<file path="src/rtl/uart_rx_pkg.sv">
`default_nettype none
// ============================================================================
//  Module   : uart_rx_pkg
//  Brief    : Shared configuration constants and state type for the console
//             UART receiver.
//  Revision : 1.0 - initial release
// ============================================================================
package uart_rx_pkg;

    // Bit period in clocks is c_clks_per_bit + 1
    localparam int c_clks_per_bit      = 216;
    // Receive FIFO entries when the FIFO build option is enabled
    localparam int c_uart_rx_fifo_depth = 4;

    typedef enum logic [1:0] {
        IDLE  = 2'd0,
        START = 2'd1,
        DATA  = 2'd2,
        STOP  = 2'd3
    } uart_rx_state_t;

endpackage
`default_nettype wire

</file>
<file path="src/rtl/uart_rx_if.sv">
`default_nettype none
// ============================================================================
//  Module   : uart_rx_if
//  Brief    : Valid/ready byte handshake from the receiver to its consumer,
//             plus the one-cycle error pulses.
//  Revision : 1.0 - initial release
// ============================================================================
interface uart_rx_if;
    logic [7:0] rx_data;
    logic       rx_valid;
    logic       rx_ready;
    logic       rx_frame_err;
    logic       rx_overrun;

    // Receiver side
    modport master (
        output rx_data,
        output rx_valid,
        output rx_frame_err,
        output rx_overrun,
        input  rx_ready
    );

    // Consumer side
    modport slave (
        input  rx_data,
        input  rx_valid,
        input  rx_frame_err,
        input  rx_overrun,
        output rx_ready
    );
endinterface
`default_nettype wire

</file>
<file path="src/rtl/uart_rx_fifo.sv">
`default_nettype none
// ============================================================================
//  Module   : uart_rx_fifo
//  Brief    : Small synchronous FIFO (pointers + occupancy count) buffering
//             received bytes. A push into a full FIFO is accepted only when a
//             pop frees a slot in the same cycle.
//  Revision : 1.0 - initial release
// ============================================================================
module uart_rx_fifo #(
    parameter int DEPTH = 4,
    parameter int WIDTH = 8
) (
    input  wire logic             clk,
    input  wire logic             rst,
    input  wire logic             push_i,
    input  wire logic [WIDTH-1:0] push_data_i,
    input  wire logic             pop_i,
    output logic                  full_o,
    output logic                  empty_o,
    output logic      [WIDTH-1:0] head_o
);
    localparam int c_ptr_w = (DEPTH > 1) ? $clog2(DEPTH) : 1;
    localparam int c_cnt_w = c_ptr_w + 1;

    logic [WIDTH-1:0]   mem_q [DEPTH];
    logic [c_ptr_w-1:0] wr_ptr_q;
    logic [c_ptr_w-1:0] rd_ptr_q;
    logic [c_cnt_w-1:0] count_q;
    logic [c_cnt_w-1:0] count_d;
    logic               w_do_push;
    logic               w_do_pop;

    assign full_o    = (count_q == c_cnt_w'(DEPTH));
    assign empty_o   = (count_q == '0);
    assign head_o    = mem_q[rd_ptr_q];
    assign w_do_pop  = pop_i && !empty_o;
    assign w_do_push = push_i && (!full_o || w_do_pop);

    // Next occupancy from the accepted push/pop pair
    always_comb begin
        count_d = count_q;
        if (w_do_push && !w_do_pop) begin
            count_d = count_q + c_cnt_w'(1);
        end else if (w_do_pop && !w_do_push) begin
            count_d = count_q - c_cnt_w'(1);
        end
    end

    // Pointer and occupancy registers; power-of-2 depth wraps naturally
    always_ff @(posedge clk) begin
        if (rst) begin
            wr_ptr_q <= '0;
            rd_ptr_q <= '0;
            count_q  <= '0;
        end else begin
            if (w_do_push) wr_ptr_q <= wr_ptr_q + c_ptr_w'(1);
            if (w_do_pop)  rd_ptr_q <= rd_ptr_q + c_ptr_w'(1);
            count_q <= count_d;
        end
    end

    // Storage array; contents are don't-care until written
    always_ff @(posedge clk) begin
        if (w_do_push) mem_q[wr_ptr_q] <= push_data_i;
    end
endmodule
`default_nettype wire

</file>
<file path="src/rtl/uart_rx.sv">
`default_nettype none
// ============================================================================
//  Module   : uart_rx
//  Brief    : 8N1 serial receiver. Synchronises the rx pin, frames bytes by
//             mid-bit sampling and hands them out over a valid/ready port.
//             Build option UART_RX_FIFO_EN replaces the single holding
//             register with a FIFO_DEPTH-entry receive FIFO.
//  Revision : 1.0 - initial release
// ============================================================================
module uart_rx
    import uart_rx_pkg::*;
#(
    parameter int CLKS_PER_BIT = c_clks_per_bit
`ifdef UART_RX_FIFO_EN
  , parameter int FIFO_DEPTH   = c_uart_rx_fifo_depth
`endif
) (
    input  wire logic  clk,
    input  wire logic  rst,
    input  wire logic  uart_rx_i,
    uart_rx_if.master  rx
);
    localparam int                  c_cnt_w = $clog2(CLKS_PER_BIT + 1);
    localparam logic [c_cnt_w-1:0]  c_half  = c_cnt_w'(CLKS_PER_BIT / 2);
    localparam logic [c_cnt_w-1:0]  c_last  = c_cnt_w'(CLKS_PER_BIT);

    logic               sync1_q;
    logic               sync2_q;
    uart_rx_state_t     state_q;
    logic [c_cnt_w-1:0] cnt_q;
    logic [2:0]         idx_q;
    logic [7:0]         shift_q;
    logic               frame_err_q;
    logic               overrun_q;

    logic               w_line;
    logic               w_cnt_done;
    logic               w_push;

    assign w_line     = sync2_q;
    assign w_cnt_done = (cnt_q == c_last);
    // A good stop bit completes a byte this cycle
    assign w_push     = (state_q == STOP) && w_cnt_done && w_line;

    // Two-flop synchroniser on the asynchronous line, idle-high reset
    always_ff @(posedge clk) begin
        if (rst) begin
            sync1_q <= 1'b1;
            sync2_q <= 1'b1;
        end else begin
            sync1_q <= uart_rx_i;
            sync2_q <= sync1_q;
        end
    end

    // Framing FSM: half-bit start qualification, then one sample per bit
    always_ff @(posedge clk) begin
        if (rst) begin
            state_q     <= IDLE;
            cnt_q       <= '0;
            idx_q       <= '0;
            shift_q     <= '0;
            frame_err_q <= 1'b0;
        end else begin
            frame_err_q <= 1'b0;
            case (state_q)
                IDLE: begin
                    cnt_q <= '0;
                    if (!w_line) state_q <= START;
                end
                START: begin
                    if (cnt_q == c_half) begin
                        cnt_q   <= '0;
                        idx_q   <= '0;
                        // A start bit gone high by mid-bit is a glitch
                        state_q <= w_line ? IDLE : DATA;
                    end else begin
                        cnt_q <= cnt_q + c_cnt_w'(1);
                    end
                end
                DATA: begin
                    if (w_cnt_done) begin
                        shift_q[idx_q] <= w_line;
                        cnt_q          <= '0;
                        if (idx_q == 3'd7) state_q <= STOP;
                        else               idx_q   <= idx_q + 3'd1;
                    end else begin
                        cnt_q <= cnt_q + c_cnt_w'(1);
                    end
                end
                STOP: begin
                    if (w_cnt_done) begin
                        cnt_q       <= '0;
                        frame_err_q <= !w_line;
                        state_q     <= IDLE;
                    end else begin
                        cnt_q <= cnt_q + c_cnt_w'(1);
                    end
                end
                default: state_q <= IDLE;
            endcase
        end
    end

`ifdef UART_RX_FIFO_EN
    logic       w_full;
    logic       w_empty;
    logic       w_pop;
    logic [7:0] w_head;

    assign w_pop = !w_empty && rx.rx_ready;

    uart_rx_fifo #(
        .DEPTH (FIFO_DEPTH),
        .WIDTH (8)
    ) u_fifo (
        .clk         (clk),
        .rst         (rst),
        .push_i      (w_push),
        .push_data_i (shift_q),
        .pop_i       (w_pop),
        .full_o      (w_full),
        .empty_o     (w_empty),
        .head_o      (w_head)
    );

    // Overrun only when full and no slot is freed this cycle
    always_ff @(posedge clk) begin
        if (rst) overrun_q <= 1'b0;
        else     overrun_q <= w_push && w_full && !w_pop;
    end

    assign rx.rx_valid = !w_empty;
    assign rx.rx_data  = w_empty ? 8'h00 : w_head;
`else
    logic [7:0] data_q;
    logic       valid_q;
    logic       w_accept;

    assign w_accept = valid_q && rx.rx_ready;

    // Single holding register; an accept in the delivery cycle frees it
    always_ff @(posedge clk) begin
        if (rst) begin
            data_q    <= '0;
            valid_q   <= 1'b0;
            overrun_q <= 1'b0;
        end else begin
            overrun_q <= 1'b0;
            if (w_push) begin
                if (!valid_q || w_accept) begin
                    data_q  <= shift_q;
                    valid_q <= 1'b1;
                end else begin
                    overrun_q <= 1'b1;
                end
            end else if (w_accept) begin
                valid_q <= 1'b0;
            end
        end
    end

    assign rx.rx_valid = valid_q;
    assign rx.rx_data  = data_q;
`endif

    assign rx.rx_frame_err = frame_err_q;
    assign rx.rx_overrun   = overrun_q;
endmodule
`default_nettype wire
</file>
<file path="src/flat_wrapper.sv">
// flat-port wrapper written by rule: the top's interface ports become plain ports
module uart_rx_flat import uart_rx_pkg::*;
#(
    parameter int CLKS_PER_BIT = c_clks_per_bit

)
  (clk, rst, uart_rx_i, rx_rx_data, rx_rx_valid, rx_rx_frame_err, rx_rx_overrun, rx_rx_ready);
  uart_rx_if rx_i ();
  input  wire logic clk;
  input  wire logic rst;
  input  wire logic uart_rx_i;
  output wire logic [$bits(rx_i.rx_data)-1:0] rx_rx_data;
  output wire logic [$bits(rx_i.rx_valid)-1:0] rx_rx_valid;
  output wire logic [$bits(rx_i.rx_frame_err)-1:0] rx_rx_frame_err;
  output wire logic [$bits(rx_i.rx_overrun)-1:0] rx_rx_overrun;
  input wire logic [$bits(rx_i.rx_ready)-1:0] rx_rx_ready;
  assign rx_rx_data = rx_i.rx_data;
  assign rx_rx_valid = rx_i.rx_valid;
  assign rx_rx_frame_err = rx_i.rx_frame_err;
  assign rx_rx_overrun = rx_i.rx_overrun;
  assign rx_i.rx_ready = rx_rx_ready;
  uart_rx #(.CLKS_PER_BIT(CLKS_PER_BIT)) u_core (.clk(clk), .rst(rst), .uart_rx_i(uart_rx_i), .rx(rx_i));
endmodule
</file>
<file path="config.mk">
export PLATFORM = sky130hd
export DESIGN_NAME = uart_rx_flat
export DESIGN_NICKNAME = d
export VERILOG_FILES = /design/src/rtl/uart_rx_pkg.sv /design/src/rtl/uart_rx_if.sv /design/src/rtl/uart_rx_fifo.sv /design/src/rtl/uart_rx.sv /design/src/flat_wrapper.sv
export SDC_FILE = /design/constraint.sdc
export NUM_CORES = 1
export LEC_CHECK = 0
export ABC_CLOCK_PERIOD_IN_PS = 3200
export BUFFER_PORTS_ARGS = -buffer_cell sky130_fd_sc_hd__buf_4
export CAP_MARGIN = 15
export CORE_MARGIN = 4
export CORE_UTILIZATION = 50
export DETAILED_ROUTE_END_ITERATION = 6
export HOLD_SLACK_MARGIN = 0.05
export PLACE_DENSITY = 0.69
export SLEW_MARGIN = 20
export SYNTH_ARGS = -nofsm -noshare
export SYNTH_HDL_FRONTEND = slang
export SYNTH_HIERARCHICAL = 1
export SYNTH_SLANG_ARGS = --single-unit
</file>
<file path="constraint.sdc">
create_clock -name clk -period 3.2 [get_ports clk]
set_clock_uncertainty 0.05 [all_clocks]
set_input_delay 0.16 -clock clk [delete_from_list [all_inputs] [get_ports clk]]
set_output_delay 0.16 -clock clk [all_outputs]
set_load 0.01 [all_outputs]
</file>
Word-level counts from Yosys, hierarchy flattened

Cells that the tools add are included.

Register bits after elaboration: 34
Bits of input ports: 4
Output and inout bits: 11
Word-level logic and storage cells: 69

$add $sub $neg: 2
Order comparisons: 2
Equal/unequal tests: 13
Multiplexer cells: 21
Bitwise logic cells: 3
Reduce and logical (&&, ||, !) cells: 18

Operators with widths:

| cell                                                       | count |
|---|---|
| case mux 8 bit (3 select lines)                            | 1 |
| 2-to-1 mux 8 bit                                           | 2 |
| 2-to-1 mux 2 bit                                           | 6 |
| 2-to-1 mux 3 bit                                           | 3 |
| adder 8 x 1 -> 8 bit, second input constant                | 1 |
| bitwise mux 8 bit                                          | 1 |
| == test 8 x 7 -> 1 bit, second input constant              | 1 |
| == test 8 bit, second input constant                       | 1 |
| inequality test 2 x 1 -> 1 bit, second input constant      | 4 |
| case mux 2 bit (4 select lines)                            | 1 |
| inequality test 2 bit, second input constant               | 3 |
| case mux 3 bit (2 select lines)                            | 1 |
| AND reduction 2 bit                                        | 3 |
| 2-to-1 mux 1 bit                                           | 5 |
| AND reduction 5 bit                                        | 1 |
| == test 2 bit, second input constant                       | 2 |
| logical AND 1 bit                                          | 4 |
| less-than comparator 3 x 4 -> 1 bit, second input constant | 1 |
| AND reduction 4 bit                                        | 1 |
| nonzero test 2 bit                                         | 2 |
| OR reduction 2 bit                                         | 2 |
| adder 3 x 1 -> 3 bit, second input constant                | 1 |
| demux 1 bit (select 3 bit)                                 | 1 |
| == test 3 bit, second input constant                       | 1 |
| other kinds (7)                                            | 10 |

Logic depth before layout (Yosys ltp)

Gate-level depths: netlist (run 1).

Word-level depth: 5
Depth in mapped cells: 7
Gate-level depth less buffers: 6

Least setup slack after synthesis (run 1)

OpenSTA, ideal clock, no wires.

Path kind: register -> register
From: register u_core.cnt_q[0]
To: register u_core.idx_q[0]
Setup time: 87 ps
Arrival time: 1631 ps
Data required time: 3063 ps
Slack: 1432 ps
Stages on the path, launching flop included: 7
Path buffers: 0
Clock period less this slack: 1768 ps
Cells stage by stage: dfxtp_1 -> inv_1 -> ha_1 -> nand4bb_4 -> or4_4 -> or3_1 -> o31ai_1

Word-level cells in the longest chain between the ends: 3
Elaborated cells between the ends (all ways): 5
Those cells by class: 4 x eq/ne; 1 x reduce/logical

Ends and longest elaborated chain:

| item                                                           | RTL line                     | RTL |
|---|---|---|
| start, declared                                                | uart_rx.sv:30                | `logic [c_cnt_w-1:0] cnt_q;` |
| start signal, assigned                                         | uart_rx.sv:78                | `cnt_q <= cnt_q + c_cnt_w'(1);` |
| start signal, assigned                                         | uart_rx.sv:88                | `cnt_q <= cnt_q + c_cnt_w'(1);` |
| start signal, assigned                                         | uart_rx.sv:97                | `cnt_q <= cnt_q + c_cnt_w'(1);` |
| == test 8 bit / == test 8 x 7 -> 1 bit (equally long branches) | uart_rx.sv:41, uart_rx.sv:72 |  |
| inequality test 2 x 1 -> 1 bit (no source line)                | --                           |  |
| AND reduction 4 bit (no source line) (*)                       | --                           |  |
| end signal, assigned                                           | uart_rx.sv:86                | `else idx_q <= idx_q + 3'd1;` |
| end, declared                                                  | uart_rx.sv:31                | `logic [2:0] idx_q;` |

Every way passes the cells marked *; elsewhere a longest branch is shown, timed or not.
A chain may end at the register's enable or synchronous reset.

Final worst setup path (run 1)

From: register u_core.cnt_q[0]
To: register u_core.data_q[3], in the netlist u_core/rx.rx_data[3]

Word-level cells in the longest chain between the ends: 4

Ends and longest elaborated chain:

| item                                 | RTL line       | RTL |
|---|---|---|
| == test 8 bit                        | uart_rx.sv:41  | `assign w_cnt_done = (cnt_q == c_last);` |
| logical AND 1 bit (2 in series)      | uart_rx.sv:43  | `assign w_push = (state_q == STOP) && w_cnt_done && w_line;` |
| AND reduction 2 bit (no source line) | --             |  |
| end signal, assigned                 | uart_rx.sv:152 | `data_q <= shift_q;` |
| end, declared                        | uart_rx.sv:136 | `logic [7:0] data_q;` |

No other way between the ends.

==> impl_metrics.yaml, run 1 <==
flow_run:
  max_cap_viol_count: 0
timing:
  tightest_slew_ns: 0.553
  setup_tns_ns: 0
  rsz0062_at_grt: "no"
  setup_ws_ns: 1.25
  drv_slew: 0
  fmax_mhz: 512
  fin_crit_sh_pct: 61.1
  max_slew_margin_pct: 62.9
  finalHoldViolations: 0
  min_period_ns: 1.95
  setup-violations-final: 0
placement:
  port_buffers: 14
  place_hpwl_um: 1900
  preCtsSetupSlack_ns: 1.23
  place.gp.congestion: 0.779
  dpl.cell_count: 197
critical_path:
  slowest_stage: "and4_1"
  crit_type: "reg -> reg"
  worstPathArrival_ns: 2.12
  worstSetupStartpointType: "flip-flop"
  r2r_slack_ns: 1.25
  worst-path-max-fanout: 8
  critPathMaxStageDelay_ns: 0.52
  path_cells: "inv_1 -> ha_1 -> and4bb_2 -> and4_1 -> mux2i_1 -> nor2_1"
  end_kind: "flip-flop"
  required_ns: 3.37
synthesis:
  synth_cell_type_count: 39
  syn_nets: 167
  ys_ff_latch: 34
  syn_area_um2: 1550
  ys_async_sr_fraction_pct: 0
  synth-edff-count: 0
  ys_warn_count: 6
  ys.flop_type: "dfxtp_1"
  ys_seq_area_share_pct: 43.8
  synthCells: 159
  avgSynthCellArea_um2: 9.77
drt:
  wirelength_um: 2730
  ant_nets: 0
  drt-initial-drc-count: 44
  route.detailed.drc: 0
  drt_pass1_iterations: 4
  via_per_inst: 5.62
  routedWlPerCell_um: 13.2
  num_vias: 1158
power_and_ir_drop:
  switchingPower_uw: 150
  ir_drop_mv: 0.274
  total_power_uw: 687
  p_clk_share_pct: 35.8
  p_int_uw: 537
  seqPwrFrac_pct: 62.2
  powerDensity_nw_per_um2: 394
  swShare_pct: 21.8
  p_comb_share_pct: 2.0
  power_leakage_uw: 0.000657
status:
  status: "finished clean"
grt:
  antenna_found_initial: 0
  grt-ovfl-total: 0
  track_usage_pct: 14.8
  grt_max_degree: 31
  grt_pass1_wl_um: 4670
  grt_pass1_vias: 1080
floorplanning:
  die_h_um: 63.8
  core_area_um2: 2850
  rows: 19
  start_util_pct: 54.5
  die-area_um2: 4060
  ioPinCount: 15
  die_w_um: 63.8
clock_network:
  cts-hold-fix-buffers: 1
  post-cts-setup-buffers: 0
  clk_pin_slew_worst_paths_ns: 0.10
  clock-sinks: 34
  clock_path_buffers: 2
  cts-resized-gates: 0
  clk_latency_ns: 0.33
  h-tree-depth: 2
  cts_tree: "built"
  cts_inserted_buffers: 5
  cts-root-buf: "clkbuf_4"
final_layout:
  nets: 182
  antenna_cells: 0
  fin_cells: 206
  drive_above_1_share_pct: 22.9
  area_growth_pct: 12.2
  final_core_util_pct: 61.1
min_path:
  worstHoldPathType: "in -> reg"
[layout make-up]
cell class,count,area (µm²)
clock buffers,6,51.3
multi-input cells,110,815
inverters,8,30.0
well taps,31,38.8
repair buffers,15,115
fillers,244,1110
flip-flops and latches,34,681
clock inverters,2,12.5
[metal layers]
| layer | share of wire [%] | up-vias | global-route usage [%] | wire, µm |
|---|---|---|---|---|
| li1 | - | 591 | - | - |
| met1 | 47 | 545 | 16.8 | 1280 |
| met2 | 48 | 20 | 24.1 | 1310 |
| met3 | 4.3 | 2 | 7.01 | 117 |
| met4 | 0.62 | 0 | 5.66 | 17 |
| met5 | 0 | - | 0 | 0 |
[worst max-delay path: cells and delay by family (launching register included)]
family | cells | cell delay, ns
simple gates | 3 | 0.86
flops | 1 | 0.37
mux | 1 | 0.26
fa+ha+maj | 1 | 0.22
buf+inv | 1 | 0.08
[state kept, by name, indices dropped and copies added, names as in the netlist, named ones only]
signal / flops
u_core/rx.rx_overrun: 1
u_core/rx.rx_valid: 1
u_core/idx_q: 3
u_core/rx.rx_frame_err: 1
u_core/sync1_q: 1
u_core/shift_q: 8
u_core/cnt_q: 8
u_core/sync2_q: 1
u_core/state_q: 1
u_core/rx.rx_data: 8
[synth_stat cells, drive strengths merged (2+ instances only)]
master / number / area share [%]
dfxtp: 34 / 44
xor2: 5 / 2.8
and3: 8 / 3.2
a31o: 2 / 1.1
o21ai: 2 / 0.64
or2: 2 / 0.81
ha: 4 / 3.2
nor2b: 2 / 0.81
a21oi: 6 / 1.9
o21ba: 6 / 3.9
a21boi: 7 / 3.4
nor2: 21 / 5.1
nand3: 3 / 0.97
nor4: 3 / 3.1
buf: 2 / 0.64
o32ai: 2 / 1.1
inv: 8 / 1.9
and4: 2 / 1.2
nand2b: 4 / 1.6
nand4: 5 / 2.4
or3: 3 / 1.2
clkbuf: 5 / 1.2
mux2i: 8 / 5.2
nand2: 4 / 0.97
[stage by stage]
step | hold slack [ns] | instance area (µm²)
5_1_grt | 0.0676 | 1740
3_5_place_dp | 0.299 | 1670
6_report | 0.0959 | 1740
2_1_floorplan | 0.214 | 1550
3_3_place_gp | 0.297 | 1670
4_1_cts | 0.0783 | 1740
[cell usage in the layout, fill, tap and decap left out, types with 3 or more instances in the layout]
master    count
nand2b_1      4
a21boi_0      7
o21ba_2       6
ha_1          4
nand3_1       3
nand4_1       4
a21oi_1       6
clkbuf_4      5
dfxtp_1      34
inv_1         8
xor2_1        5
nor2_1       21
or3_1         3
nand2_1       4
buf_4        14
mux2i_1       8
and3_1        8
[path summary, 6_finish.rpt]
| kind | cells past startpoint | end | from |
|---|---|---|---|
| min reg2reg | 1 | u_core/sync2_q$_SDFF_PP1_ | u_core/sync1_q$_SDFF_PP1_ |
| min | 3 | u_core/rx.rx_overrun$_SDFF_PP0_ | rx_rx_ready |
| max | 6 | u_core/rx.rx_data[3]$_SDFFE_PP0P_ | u_core/cnt_q[0]$_SDFF_PP0_ |
| max reg2reg | 6 | u_core/rx.rx_data[3]$_SDFFE_PP0P_ | u_core/cnt_q[0]$_SDFF_PP0_ |
[cell families after synthesis]
logic type | Yosys count | synth area share (%)
mux | 8 | 5.15
buf+inv | 15 | 3.78
fa+ha+maj | 4 | 3.22
xor+xnor | 6 | 3.38
flops | 34 | 43.8
compound gates | 27 | 13.1
simple gates | 65 | 27.5
[power groups by stage]
stage | sequential [µW] | combinational, µW | clock [µW]
2_1_floorplan | 435 | 10.8 | 0
3_3_place_gp | 437 | 12.2 | 0
3_5_place_dp | 437 | 12.6 | 0
4_1_cts | 428 | 13.5 | 258
5_1_grt | 428 | 14.7 | 279
6_report | 427 | 13.4 | 246
(Power assumes the default switching activity.)
==> inputs of run 2 (changes only) <==
--- a/config.mk
+++ b/config.mk
@@ -5,7 +5,7 @@
 export SDC_FILE = /design/constraint.sdc
 export NUM_CORES = 1
 export LEC_CHECK = 0
-export ABC_CLOCK_PERIOD_IN_PS = 3200
+export ABC_CLOCK_PERIOD_IN_PS = 2000
 export BUFFER_PORTS_ARGS = -buffer_cell sky130_fd_sc_hd__buf_4
 export CAP_MARGIN = 15
 export CORE_MARGIN = 4
==> constraint.sdc (replaced) <==
create_clock -name clk -period 2 [get_ports clk]
set_clock_uncertainty 0.05 [all_clocks]
set_input_delay 0.1 -clock clk [delete_from_list [all_inputs] [get_ports clk]]
set_output_delay 0.1 -clock clk [all_outputs]
set_load 0.01 [all_outputs]
==> run 2 against run 1 <==
Compared with the run above:
- fmax is 4.1% higher
- final area is 4.3% higher
- final cell count is 2.9% higher
- register-to-register slack worse by 1.1 ns
- hold slack worse by 0.024 ns
- global-route usage is 2.2 points higher
==> impl_metrics.yaml, run 2 (same netlist as run 1, synthesis figures left out) <==
final_layout:
  drive_above_1_share_pct: 25.4
  mostFrequentLayoutCells: "dfxtp_1, nor2_1, buf_4"
  final_common_cell: "dfxtp_1"
  ff_latch_area_um2: 681
  final_core_util_pct: 63.7
  multiInputGateArea_um2: 817
  fin_cells: 212
  nets: 189
  area_growth_pct: 17.0
  antenna_cells: 0
  stdcell_area_um2: 1820
  fill_cells: 243
min_path:
  worstHoldPathType: "in -> reg"
clock_network:
  cts-root-buf: "clkbuf_4"
  clk_pin_slew_worst_paths_ns: 0.10
  cts_inserted_buffers: 5
  clock-sinks: 34
  cts_tree: "built"
  clock_path_buffers: 2
  clk_latency_ns: 0.33
  h-tree-depth: 2
floorplanning:
  rows: 19
  die_h_um: 63.8
  ioPinCount: 15
  start_util_pct: 54.5
  die-area_um2: 4060
  die_w_um: 63.8
  core_area_um2: 2850
timing:
  max_slew_margin_pct: 67.6
  tightest_slew_ns: 0.486
  fmax_mhz: 533
  setup-violations-final: 0
  drv_slew: 0
  fin_crit_sh_pct: 93.8
  setup_tns_ns: 0
  finalHoldViolations: 0
  rsz0062_at_grt: "no"
  min_period_ns: 1.88
drt:
  num_vias: 1218
  ant_nets: 0
  route.detailed.drc: 0
  routedWlPerCell_um: 14.4
  via_per_inst: 5.75
  wirelength_um: 3060
  drt-initial-drc-count: 56
  drt_pass1_iterations: 4
critical_path:
  worstPathArrival_ns: 2.07
  critPathMaxStageDelay_ns: 0.54
  worstSetupStartpointType: "flip-flop"
  end_kind: "flip-flop"
  path_cells: "inv_1 -> ha_2 -> nand4bb_4 -> or4_4 -> or3_1 -> o31ai_1"
  crit_type: "reg -> reg"
  slowest_stage: "or4_4"
  required_ns: 2.20
  worst-path-max-fanout: 6
status:
  status: "finished clean"
grt:
  track_usage_pct: 17.0
  antenna_found_initial: 0
  grt_pass1_vias: 1275
  grt-ovfl-total: 0
  grt_pass1_wl_um: 5540
  grt_max_degree: 31
power_and_ir_drop:
  power_leakage_uw: 0.000700
  powerDensity_nw_per_um2: 668
  ir_drop_mv: 0.602
placement:
  place.gp.congestion: 0.802
  port_buffers: 14
  postPlaceCellArea_um2: 1710
  dpl.cell_count: 202
  place_hpwl_um: 2120
flow_run:
  max_cap_viol_count: 0
==> run 2: cell count changes in the layout (fill, tap and decap cells not counted), sizes merged <==
cell and change:
bufinv +1, dlygate4sd3 +1, buf +6, clkinvlp -1, clkinv -1
==> run 2: final timing paths <==
check / start / endpoint / slack, ns / cells past startpoint
setup / recovery: u_core/cnt_q[0]$_SDFF_PP0_ / u_core/idx_q[0]$_SDFFE_PP0P_ / 0.12 / 6
hold / removal: rst / u_core/rx.rx_data[6]$_SDFFE_PP0P_ / 0.07 / 2
setup reg to reg: u_core/cnt_q[0]$_SDFF_PP0_ / u_core/idx_q[0]$_SDFFE_PP0P_ / 0.12 / 6
hold reg to reg: u_core/sync1_q$_SDFF_PP1_ / u_core/sync2_q$_SDFF_PP1_ / 0.37 / 1
==> run 2: metrics by stage <==
stage | total power, µW | setup slack [ns] | hold slack, ns
2_1_floorplan | 713 | 0.232 | 0.154
3_3_place_gp | 721 | 0.188 | 0.235
3_5_place_dp | 721 | 0.116 | 0.243
4_1_cts | 1230 | 0.0957 | 0.0555
5_1_grt | 1270 | 0.00495 | 0.0753
6_report | 1210 | 0.123 | 0.0722
==> run 2: per-layer routing <==
layer,wire [µm],part of all wire [%],track usage [%]
met3,86,2.8,4.38
met2,1570,51,29.7
met1,1330,43,18.9
met4,73,2.4,9.16
met5,0,0,0
==> run 2: timing repair <==
action | in CTS | in global routing
endpoints found under the hold margin | 2 | 0
hold buffers | 2 | 0
resized for setup | 0 | 1
endpoints found under the setup margin | 0 | 3
setup buffers | 0 | 1
==> run 2: cell type report <==
type / instances / area share [%]
clock buffers: 6 / 2.82
well taps: 31 / 2.13
flip-flops and latches: 34 / 37.4
clock inverters: 1 / 1.65
repair buffers: 22 / 9.36
inverters: 8 / 1.65
multi-input cells: 110 / 44.9
==> run 2: power by group <==
part	total (µW)	internal [µW]	switching (µW)
sequential	682	679	2.86
combinational	27.0	13.4	13.6
clock	505	291	214
==> run 2: critical path, delay by kind of cell (launching register included) <==
| kind | cells | cell delay (ns) |
|---|---|---|
| and+or+nand+nor | 3 | 1.03 |
| DFF | 1 | 0.37 |
| adders and majority gates | 1 | 0.21 |
| buffers and inverters | 1 | 0.08 |
| AOI/OAI and AO/OA | 1 | 0.07 |
==> inputs of run 3 (changes only) <==
--- a/config.mk
+++ b/config.mk
@@ -9,10 +9,9 @@
 export BUFFER_PORTS_ARGS = -buffer_cell sky130_fd_sc_hd__buf_4
 export CAP_MARGIN = 15
 export CORE_MARGIN = 4
-export CORE_UTILIZATION = 50
+export CORE_UTILIZATION = 30
 export DETAILED_ROUTE_END_ITERATION = 6
 export HOLD_SLACK_MARGIN = 0.05
-export PLACE_DENSITY = 0.69
 export SLEW_MARGIN = 20
 export SYNTH_ARGS = -nofsm -noshare
 export SYNTH_HDL_FRONTEND = slang
==> run 3 against run 2 <==
Compared with the run above:
- sequential share of layout area decreased by 1.1 points
- critical path depth unchanged
- register-to-register slack improved by 0.03 ns
- global-route usage decreased by 7.0 points
- wire length decreased by 9.9%
- non-clock buffer count decreased by 2
==> impl_metrics.yaml, run 3 (same netlist as run 1, synthesis figures left out) <==
status:
  status: "finished clean"
grt:
  antenna_found_initial: 0
  grt-ovfl-total: 0
  grt_max_degree: 31
  grt_pass1_vias: 1066
  track_usage_pct: 9.99
  grt_pass1_wl_um: 4860
final_layout:
  stdcell_area_um2: 1870
  drive_above_1_share_pct: 25.6
  final_common_cell: "dfxtp_1"
  antenna_cells: 0
  area_growth_pct: 20.5
  fill_cells: 493
  mostFrequentLayoutCells: "dfxtp_1, nor2_1, buf_4"
  nets: 187
critical_path:
  r2r_slack_ns: 0.15
  reg2reg_from: "u_core/cnt_q[0]$_SDFF_PP0_"
  required_ns: 2.15
  worstSetupStartpointType: "flip-flop"
  timing.rr.end: "u_core/idx_q[0]$_SDFFE_PP0P_"
  worst-path-max-fanout: 6
  end_kind: "flip-flop"
  reg2reg_depth: 6
  crit_type: "reg -> reg"
  worstPathArrival_ns: 2.00
timing:
  tightest_slew_ns: 0.480
  fmax_mhz: 542
  drv_slew: 0
  setup-violations-final: 0
  max_slew_margin_pct: 68.0
  rsz0062_at_grt: "no"
  fin_crit_sh_pct: 92.3
  finalHoldViolations: 0
  setup_ws_ns: 0.155
  setup_tns_ns: 0
  min_period_ns: 1.85
floorplanning:
  die-area_um2: 6400
  die_w_um: 80.0
  start_util_pct: 31.8
  ioPinCount: 15
  die_h_um: 80.0
  rows: 25
  core_area_um2: 4880
min_path:
  worstHoldPathType: "in -> reg"
  min_path_cells: 3
  worstHoldStart: "rx_rx_ready"
  min_to: "u_core/rx.rx_overrun$_SDFF_PP0_"
drt:
  ant_nets: 0
  wirelength_um: 2760
  via_per_inst: 4.61
  num_vias: 1138
  routedWlPerCell_um: 11.2
  drt_pass1_iterations: 4
  route.detailed.drc: 0
  drt-initial-drc-count: 102
clock_network:
  cts_tree: "built"
  cts-root-buf: "clkbuf_8"
  clk_pin_slew_worst_paths_ns: 0.07
  clock-sinks: 34
  h-tree-depth: 2
  cts_inserted_buffers: 5
  clk_latency_ns: 0.28
  clock_path_buffers: 2
power_and_ir_drop:
  seqPwrFrac_pct: 51.8
  power_leakage_uw: 0.000704
  p_clk_share_pct: 46.3
  total_power_uw: 1320
  powerDensity_nw_per_um2: 703
  p_comb_share_pct: 1.9
  swShare_pct: 19.7
  ir_drop_mv: 0.245
  p_int_uw: 1060
  switchingPower_uw: 260
placement:
  place_hpwl_um: 1910
  place.gp.congestion: 0.766
  port_buffers: 14
  preCtsSetupSlack_ns: 0.138
  postPlaceCellArea_um2: 1750
flow_run:
  max_cap_viol_count: 0
-- run 3: worst max-delay path by stage --
stage | startpoint | end | slack, ns | cells after the start
floorplan | u_core/cnt_q[0]$_SDFF_PP0_ | u_core/idx_q[0]$_SDFFE_PP0P_ | 0.23 | 6
global placement | u_core/cnt_q[0]$_SDFF_PP0_ | u_core/idx_q[0]$_SDFFE_PP0P_ | 0.19 | 6
detailed placement | u_core/cnt_q[0]$_SDFF_PP0_ | u_core/idx_q[0]$_SDFFE_PP0P_ | 0.14 | 6
CTS | u_core/cnt_q[0]$_SDFF_PP0_ | u_core/idx_q[0]$_SDFFE_PP0P_ | 0.13 | 6
global route | u_core/cnt_q[0]$_SDFF_PP0_ | u_core/idx_q[0]$_SDFFE_PP0P_ | 0.02 | 6
finish | u_core/cnt_q[0]$_SDFF_PP0_ | u_core/idx_q[0]$_SDFFE_PP0P_ | 0.15 | 6
-- run 3: cell type report --
class / instances / area (µm²) / share of cell area [%]
clock inverters: 3 / 40.0 / 2.14
multi-input cells: 110 / 817 / 43.6
well taps: 67 / 83.8 / 4.48
repair buffers: 20 / 153 / 8.15
inverters: 8 / 30.0 / 1.60
flip-flops and latches: 34 / 681 / 36.3
clock buffers: 5 / 68.8 / 3.67
-- run 3: critical path, stage by stage (launching register included) --
cell,delay [ns]
dfxtp_1,0.36
inv_1,0.08
ha_2,0.21
nand4bb_4,0.16
or4_4,0.53
or3_1,0.31
o31ai_1,0.07
-- run 3: what timing repair did --
item,in CTS,in global routing
hold endpoints to repair,1,0
buffers inserted,0,0
hold buffers,1,0
gates resized for setup,0,1
endpoints found under the setup margin,0,4
-- run 3: power groups by stage --
| stage | clock network [µW] | registers, µW | logic, µW |
|---|---|---|---|
| floorplan | 0 | 696 | 17.3 |
| global route | 662 | 682 | 28.3 |
| detailed placement | 0 | 697 | 24.0 |
| CTS | 633 | 682 | 25.4 |
| global placement | 0 | 698 | 24.4 |
| finish | 610 | 682 | 25.4 |
-- run 3: routing by layer --
layer  track usage [%]  part of all wire (%)  vias to the layer above
li1                  -                     -                      600
met3              3.72                   4.4                        5
met4              6.59                   2.6                        0
met1              12.2                    48                      506
met2              14.5                    44                       27
met5                 0                     0                        -
-- run 3: per-stage QoR --
step / utilization [%] / instances / hold WS (ns)
floorplan: - / 159 / 0.154
global placement: 35.9 / 238 / 0.235
detailed placement: 35.9 / 238 / 0.242
CTS: 38.3 / 247 / 0.0803
global route: 38.4 / 247 / 0.110
finish: 38.4 / 247 / 0.0910
